===== src/rtl/ram_arbiter.sv =====
// Two-port arbiter in front of a single-port-per-side synchronous RAM.
// Port 0 (CPU) has fixed priority. Port 1 (video scanner) is promoted after
// waiting MAX_WAIT cycles. Read data returns two edges after the transfer,
// tagged with the port that issued it.
module ram_arbiter #(
    parameter int ADDR_WIDTH = 9,
    parameter int DATA_WIDTH = 8,
    parameter int MAX_WAIT   = 4
) (
    input  logic                  clk,
    input  logic                  rst,
    input  logic                  req0,
    input  logic                  req1,
    input  logic                  we0,
    input  logic                  we1,
    input  logic [ADDR_WIDTH-1:0] addr0,
    input  logic [ADDR_WIDTH-1:0] addr1,
    input  logic [DATA_WIDTH-1:0] wdata0,
    input  logic [DATA_WIDTH-1:0] wdata1,
    output logic                  gnt0,
    output logic                  gnt1,
    output logic                  rvalid0,
    output logic                  rvalid1,
    output logic [DATA_WIDTH-1:0] rdata,
    output logic                  ram_we,
    output logic [ADDR_WIDTH-1:0] ram_waddr,
    output logic [ADDR_WIDTH-1:0] ram_raddr,
    output logic [DATA_WIDTH-1:0] ram_din,
    input  logic [DATA_WIDTH-1:0] ram_dout
);

    localparam logic [7:0] WAIT_LIMIT = 8'(MAX_WAIT);

    logic [7:0]            wait_cnt_q, wait_cnt_d;
    logic                  ram_we_q, ram_we_d;
    logic [ADDR_WIDTH-1:0] ram_addr_q, ram_addr_d;
    logic [DATA_WIDTH-1:0] ram_din_q, ram_din_d;
    // Stage 1: address is in the RAM input register. Stage 2: data is on ram_dout.
    logic                  s1_valid_q, s1_valid_d;
    logic                  s1_port_q, s1_port_d;
    logic                  s2_valid_q, s2_valid_d;
    logic                  s2_port_q, s2_port_d;

    logic                  promote;
    logic                  xfer0;
    logic                  xfer1;

    // Grant decision: port 0 first unless port 1 has aged past MAX_WAIT.
    // Promotion takes port 0's slot for that cycle regardless of req1, so a
    // promoted cycle is always exactly one lost cycle for port 0.
    always_comb begin
        promote = (MAX_WAIT != 0) && (wait_cnt_q >= WAIT_LIMIT);
        gnt0    = 1'b0;
        gnt1    = 1'b0;
        if (!rst) begin
            gnt0 = req0 && !promote;
            gnt1 = req1 && (promote || !req0);
        end
        xfer0 = req0 && gnt0;
        xfer1 = req1 && gnt1;
    end

    // Next-state for the RAM command register, read tag pipeline and aging counter.
    always_comb begin
        ram_we_d   = 1'b0;
        ram_addr_d = ram_addr_q;
        ram_din_d  = ram_din_q;
        s1_valid_d = 1'b0;
        s1_port_d  = 1'b0;
        if (xfer0) begin
            ram_we_d   = we0;
            ram_addr_d = addr0;
            ram_din_d  = wdata0;
            s1_valid_d = !we0;
            s1_port_d  = 1'b0;
        end else if (xfer1) begin
            ram_we_d   = we1;
            ram_addr_d = addr1;
            ram_din_d  = wdata1;
            s1_valid_d = !we1;
            s1_port_d  = 1'b1;
        end

        s2_valid_d = s1_valid_q;
        s2_port_d  = s1_port_q;

        if (!req1 || gnt1) begin
            wait_cnt_d = 8'd0;
        end else if (wait_cnt_q != 8'hFF) begin
            wait_cnt_d = wait_cnt_q + 8'd1;
        end else begin
            wait_cnt_d = wait_cnt_q;
        end
    end

    // State registers; reset also drops any read still in the pipeline.
    always_ff @(posedge clk or posedge rst) begin
        if (rst) begin
            wait_cnt_q <= 8'd0;
            ram_we_q   <= 1'b0;
            ram_addr_q <= '0;
            ram_din_q  <= '0;
            s1_valid_q <= 1'b0;
            s1_port_q  <= 1'b0;
            s2_valid_q <= 1'b0;
            s2_port_q  <= 1'b0;
        end else begin
            wait_cnt_q <= wait_cnt_d;
            ram_we_q   <= ram_we_d;
            ram_addr_q <= ram_addr_d;
            ram_din_q  <= ram_din_d;
            s1_valid_q <= s1_valid_d;
            s1_port_q  <= s1_port_d;
            s2_valid_q <= s2_valid_d;
            s2_port_q  <= s2_port_d;
        end
    end

    assign ram_we    = ram_we_q;
    assign ram_waddr = ram_addr_q;
    assign ram_raddr = ram_addr_q;
    assign ram_din   = ram_din_q;
    assign rdata     = ram_dout;
    assign rvalid0   = s2_valid_q && !s2_port_q;
    assign rvalid1   = s2_valid_q && s2_port_q;

endmodule


===== config.mk =====
export PLATFORM = sky130hd
export DESIGN_NAME = ram_arbiter
export DESIGN_NICKNAME = d
export VERILOG_FILES = /design/src/rtl/ram_arbiter.sv
export SDC_FILE = /design/constraint.sdc
export NUM_CORES = 1
export LEC_CHECK = 0
export CELL_PAD_IN_SITES_DETAIL_PLACEMENT = 1
export CELL_PAD_IN_SITES_GLOBAL_PLACEMENT = 1
export CORE_MARGIN = 2
export CORE_UTILIZATION = 30
export CTS_BUF_LIST = sky130_fd_sc_hd__clkbuf_8
export DETAILED_ROUTE_END_ITERATION = 12
export PLACE_DENSITY = 0.84
export SYNTH_ARGS = -nofsm -noshare
export SYNTH_HDL_FRONTEND = slang
export SYNTH_SLANG_ARGS = --single-unit

===== constraint.sdc =====
create_clock -name clk -period 3 [get_ports clk]
set_input_delay 0.45 -clock clk [delete_from_list [all_inputs] [get_ports clk]]
set_output_delay 0.45 -clock clk [all_outputs]
set_load 0.05 [all_outputs]

# After elaboration in Yosys (flattened, before gate mapping)

Index checks and enable logic that the tools add are counted.

Bits in registers: 30
Input port bits: 48
Output and inout port bits: 39
Logic and storage cells: 41

Add/sub/neg operators: 1
Magnitude comparators: 1
Equal/unequal tests: 1
Mux-type cells: 14
Reduce and logical (&&, ||, !) cells: 16

Operator list:

| operator              | count |
|---|---|
| $mux W8               | 4 |
| $mux W9               | 2 |
| $add A8 B1 Y8 const B | 1 |
| $ge A8 B3 Y1 const B  | 1 |
| $mux W1               | 8 |
| $ne A8 B8 Y1 const B  | 1 |
| $logic_and A1 B1 Y1   | 6 |
| $logic_not A1 Y1      | 6 |
| $reduce_bool A2 Y1    | 2 |
| $logic_or A1 B1 Y1    | 2 |

# Logic depth before layout (Yosys ltp)

Word-level depth: 7
Mapped depth: 7
Depth with buffers taken out: 4

# Worst setup path after synthesis

Ideal clock, no wire load.

Path type: reg-to-output
From: register wait_cnt_q[3]
To: output gnt0
Arrival time: 2.213 ns
Required time: 2.550 ns
Path slack: 0.337 ns
Stages on the path, launching flop included: 5
Buffers on the path: 2
Cell sequence: dfrtp_1 > buf_6 > or4b_1 > buf_2 > nor3_1

Word-level cells in the longest chain between the ends: 4

Ends and longest elaborated chain:

| what                   | RTL line | source |
|---|---|---|
| start, declared        | 34       | `logic [7:0] wait_cnt_q, wait_cnt_d;` |
| start signal, assigned | 108      | `wait_cnt_q <= wait_cnt_d;` |
| $ge A8 B3 Y1           | 52       | `promote = (MAX_WAIT != 0) && (wait_cnt_q >= WAIT_LIMIT);` |
| $logic_not A1 Y1       | 56       | `gnt0 = req0 && !promote;` |
| $logic_and A1 B1 Y1    | 56       |  |
| $mux W1                | 55       | `if (!rst) begin` |
| end, declared          | 20       | `output logic gnt0,` |

Every way passes these cells.

# Worst setup path in the final report

From: input req0
To: output gnt0

Word-level cells in the longest chain between the ends: 2

Ends and longest elaborated chain:

| what                | RTL line | source |
|---|---|---|
| start, declared     | 12       | `input logic req0,` |
| $logic_and A1 B1 Y1 | 56       |  |
| $mux W1             | 55       |  |

Every way passes these cells.

==> metrics <==
status completed; post-cts resize count 0; worst r2r dst ram_raddr[5]$_DFFE_PP0P_; synth warn 0; global-route wire length before repair 8420 microns; CP Cell Sequence clkdlybuf4s50_1 -> or4b_1 -> nor3_1 -> buf_12; Fmax 404 MHz; Initial Util 30.9%; Setup Viol. Count Final 0; Synthesized Nets approximately 240; cts bufs inserted 5; Max Buffers Root-to-Sink 2; RSZ-0062 raised after global routing false; port bufs 70; Clock Sinks 30; Post-Synthesis Cell Area 1830 sq um; Post-DRT Antenna Nets 0; Post-Synthesis Cells 192; TritonCTS clock tree yes; Layout area overhead 39.7%; layout cells sized above 1 13.7%; fin crit share 82.4%; number of detailed-route iterations in the first pass 4; hold wc startpoint s1_valid_q$_DFF_PP0_; Synth Register Bits 30; core area 5920 sq um; CTS root buffer clkbuf_8; Antenna Cells 0; CTS Hold Bufs 0; post-route setup TNS 0 ns; routed vias between 1500 and 2000; Least-Margin Pin Slew 0.946 ns; sequential area share after synthesis 41.0%; Initial DRC Count 106; Pwr Density 523 nW/um^2; Nets 290; CP Capture Type primary output; clock skew 0.00377 ns; Post CTS Setup Buffer Count 0; depth of the CTS H-tree 2; I/O pin total 87; WL final around 5300 microns; largest net degree at the start of global routing 21; DIE AREA 6740 sq um; grt ovf 0; Rel. slew slack 36.9%; Slowest cell on crit path or4b_1; die height 82.1 microns; clock-pin slew on the worst setup and hold paths around 0.060 ns; fin. max-slew vios 0; critical path arrival 2.02 ns; WL/cell about 17 microns; leak pwr 1.05 nW; r2r setup slk 0.72 ns; Worst Hold Class flip-flop to flip-flop; HPWL after DPL approximately 3900 microns; fillers 669; worst vdd ir 0.209 mV; vias in the first global route 1690; synthesized area per cell 9.53 sq um; Final Hold Vio Count 0; Power, Total approximately 1.3 mW; critical path type input pin to primary output; initial antenna violation count 0; crit start category input pin; Worst Path Required 2.55 ns; end of the worst hold path s2_valid_q$_DFF_PP0_; Clk Latency, worst-skew pair 0.29 ns; crit path time final 2.47 ns; Die X 82.1 microns; reg-to-reg startpoint wait_cnt_q[3]$_DFFE_PP0P_; GPL Wtd Cong 0.755; DRC Markers 0; Crit path largest cell delay 0.54 ns; row count 28; critical path peak fanout 5; Hold Path Cell Cnt 0; vias per inst 5.25; Synth cell types 35; overall routing resource usage 16.7%; max_cap viols 0; FF-to-FF path depth 3
==> where the power goes <==
part	total [mW]	switching [mW]	internal, mW
Sequential	0.479	0.0322	0.447
Combinational	0.514	0.320	0.194
Clock	0.344	0.163	0.182
Total	1.34	0.516	0.822
==> worst max-delay path: cells and delay by family <==
kind	cells	cell delay, ns
buffers and inverters	2	0.68
and+or+nand+nor	2	0.90
==> logic make-up (layout without fill, tap and decap cells) <==
kind of cell	after synthesis	in the layout	synth area share [%]
compound gates	53	53	26.0
simple gates	51	51	14.4
fa+ha+maj	2	2	1.37
buf+inv	56	105	17.2
flops	30	30	41.0
==> per-layer routing <==
layer | track usage (%) | share of wire (%)
met5 | 0 | 0
met4 | 4.83 | 1.0
met3 | 4.89 | 5.8
met2 | 28.2 | 50
met1 | 20.8 | 43
==> synth_stat cells, drive strengths merged <==
library cell | n | area, sq um
nor2b | 1 | 6.26
clkbuf | 9 | 33.8
dfrtp | 30 | 751
nand4 | 1 | 6.26
nand2 | 2 | 7.51
nand3 | 4 | 20.0
a2111oi | 15 | 131
and3 | 3 | 20.0
a22oi | 1 | 7.51
a211oi | 6 | 45.0
o211ai | 1 | 7.51
nor4b | 2 | 17.5
nor2 | 22 | 85.1
and2 | 2 | 12.5
or2b | 1 | 8.76
a31oi | 1 | 6.26
or3 | 2 | 15.0
a221oi | 17 | 211
o21ai | 1 | 5.00
a21oi | 9 | 45.0
ha | 2 | 25.0
or4b | 1 | 10.0
buf | 26 | 201
o31a | 1 | 8.76
a211o | 1 | 8.76
nor3 | 9 | 45.0
inv | 21 | 78.8
and4 | 1 | 10.0
==> flip-flops by register name, indices dropped and copies added (netlist names) <==
signal / count
s1_valid_q: 1
s2_port_q: 1
wait_cnt_q: 8
s2_valid_q: 1
s1_port_q: 1
ram_raddr: 9
ram_we: 1
ram_din: 8
==> metrics by stage <==
stage	util [%]	setup WS (ns)	cell area, sq um	hold WS (ns)	instances
CTS	43.2	0.512	2560	0.359	316
finish	43.2	0.527	2560	0.355	316
detailed placement	41.7	0.332	2470	0.344	308
global route	43.2	0.471	2560	0.365	316
global placement	41.7	0.412	2470	0.334	308
floorplan	-	0.337	1830	0.331	192
==> worst max-delay path by stage <==
stage,start,end
after floorplan,wait_cnt_q[3]$_DFFE_PP0P_,gnt0
after global placement,req0,ram_din[2]$_DFFE_PP0P_
after detailed placement,req0,ram_din[0]$_DFFE_PP0P_
after CTS,req0,gnt0
after global routing,req0,gnt0
final,req0,gnt0
==> area by class of cell <==
cell class / instances / area, sq um / area share (%)
flip-flops and latches: 30 / 751 / 29.4
clock buffers: 6 / 82.6 / 3.23
clock inverters: 2 / 8.76 / 0.342
well taps: 75 / 93.8 / 3.67
repair buffers: 76 / 766 / 29.9
multi-input cells: 106 / 777 / 30.4
inverters: 21 / 78.8 / 3.08
==> cell usage in the layout (no fill, tap or decap), types with 2 or more instances in the layout <==
cell             instances
a2111oi_0               15
a211oi_1                 6
a21oi_1                  9
a221oi_1                 7
a221oi_2                10
and2_1                   2
and3_1                   2
buf_12                   2
buf_4                    6
clkbuf_8                 6
clkdlybuf4s50_1         68
dfrtp_1                 30
ha_1                     2
inv_1                   22
nand2_1                  2
nand3_1                  4
nor2_1                  21
nor3_1                   8
or3_2                    2
(Power assumes the default switching activity.)
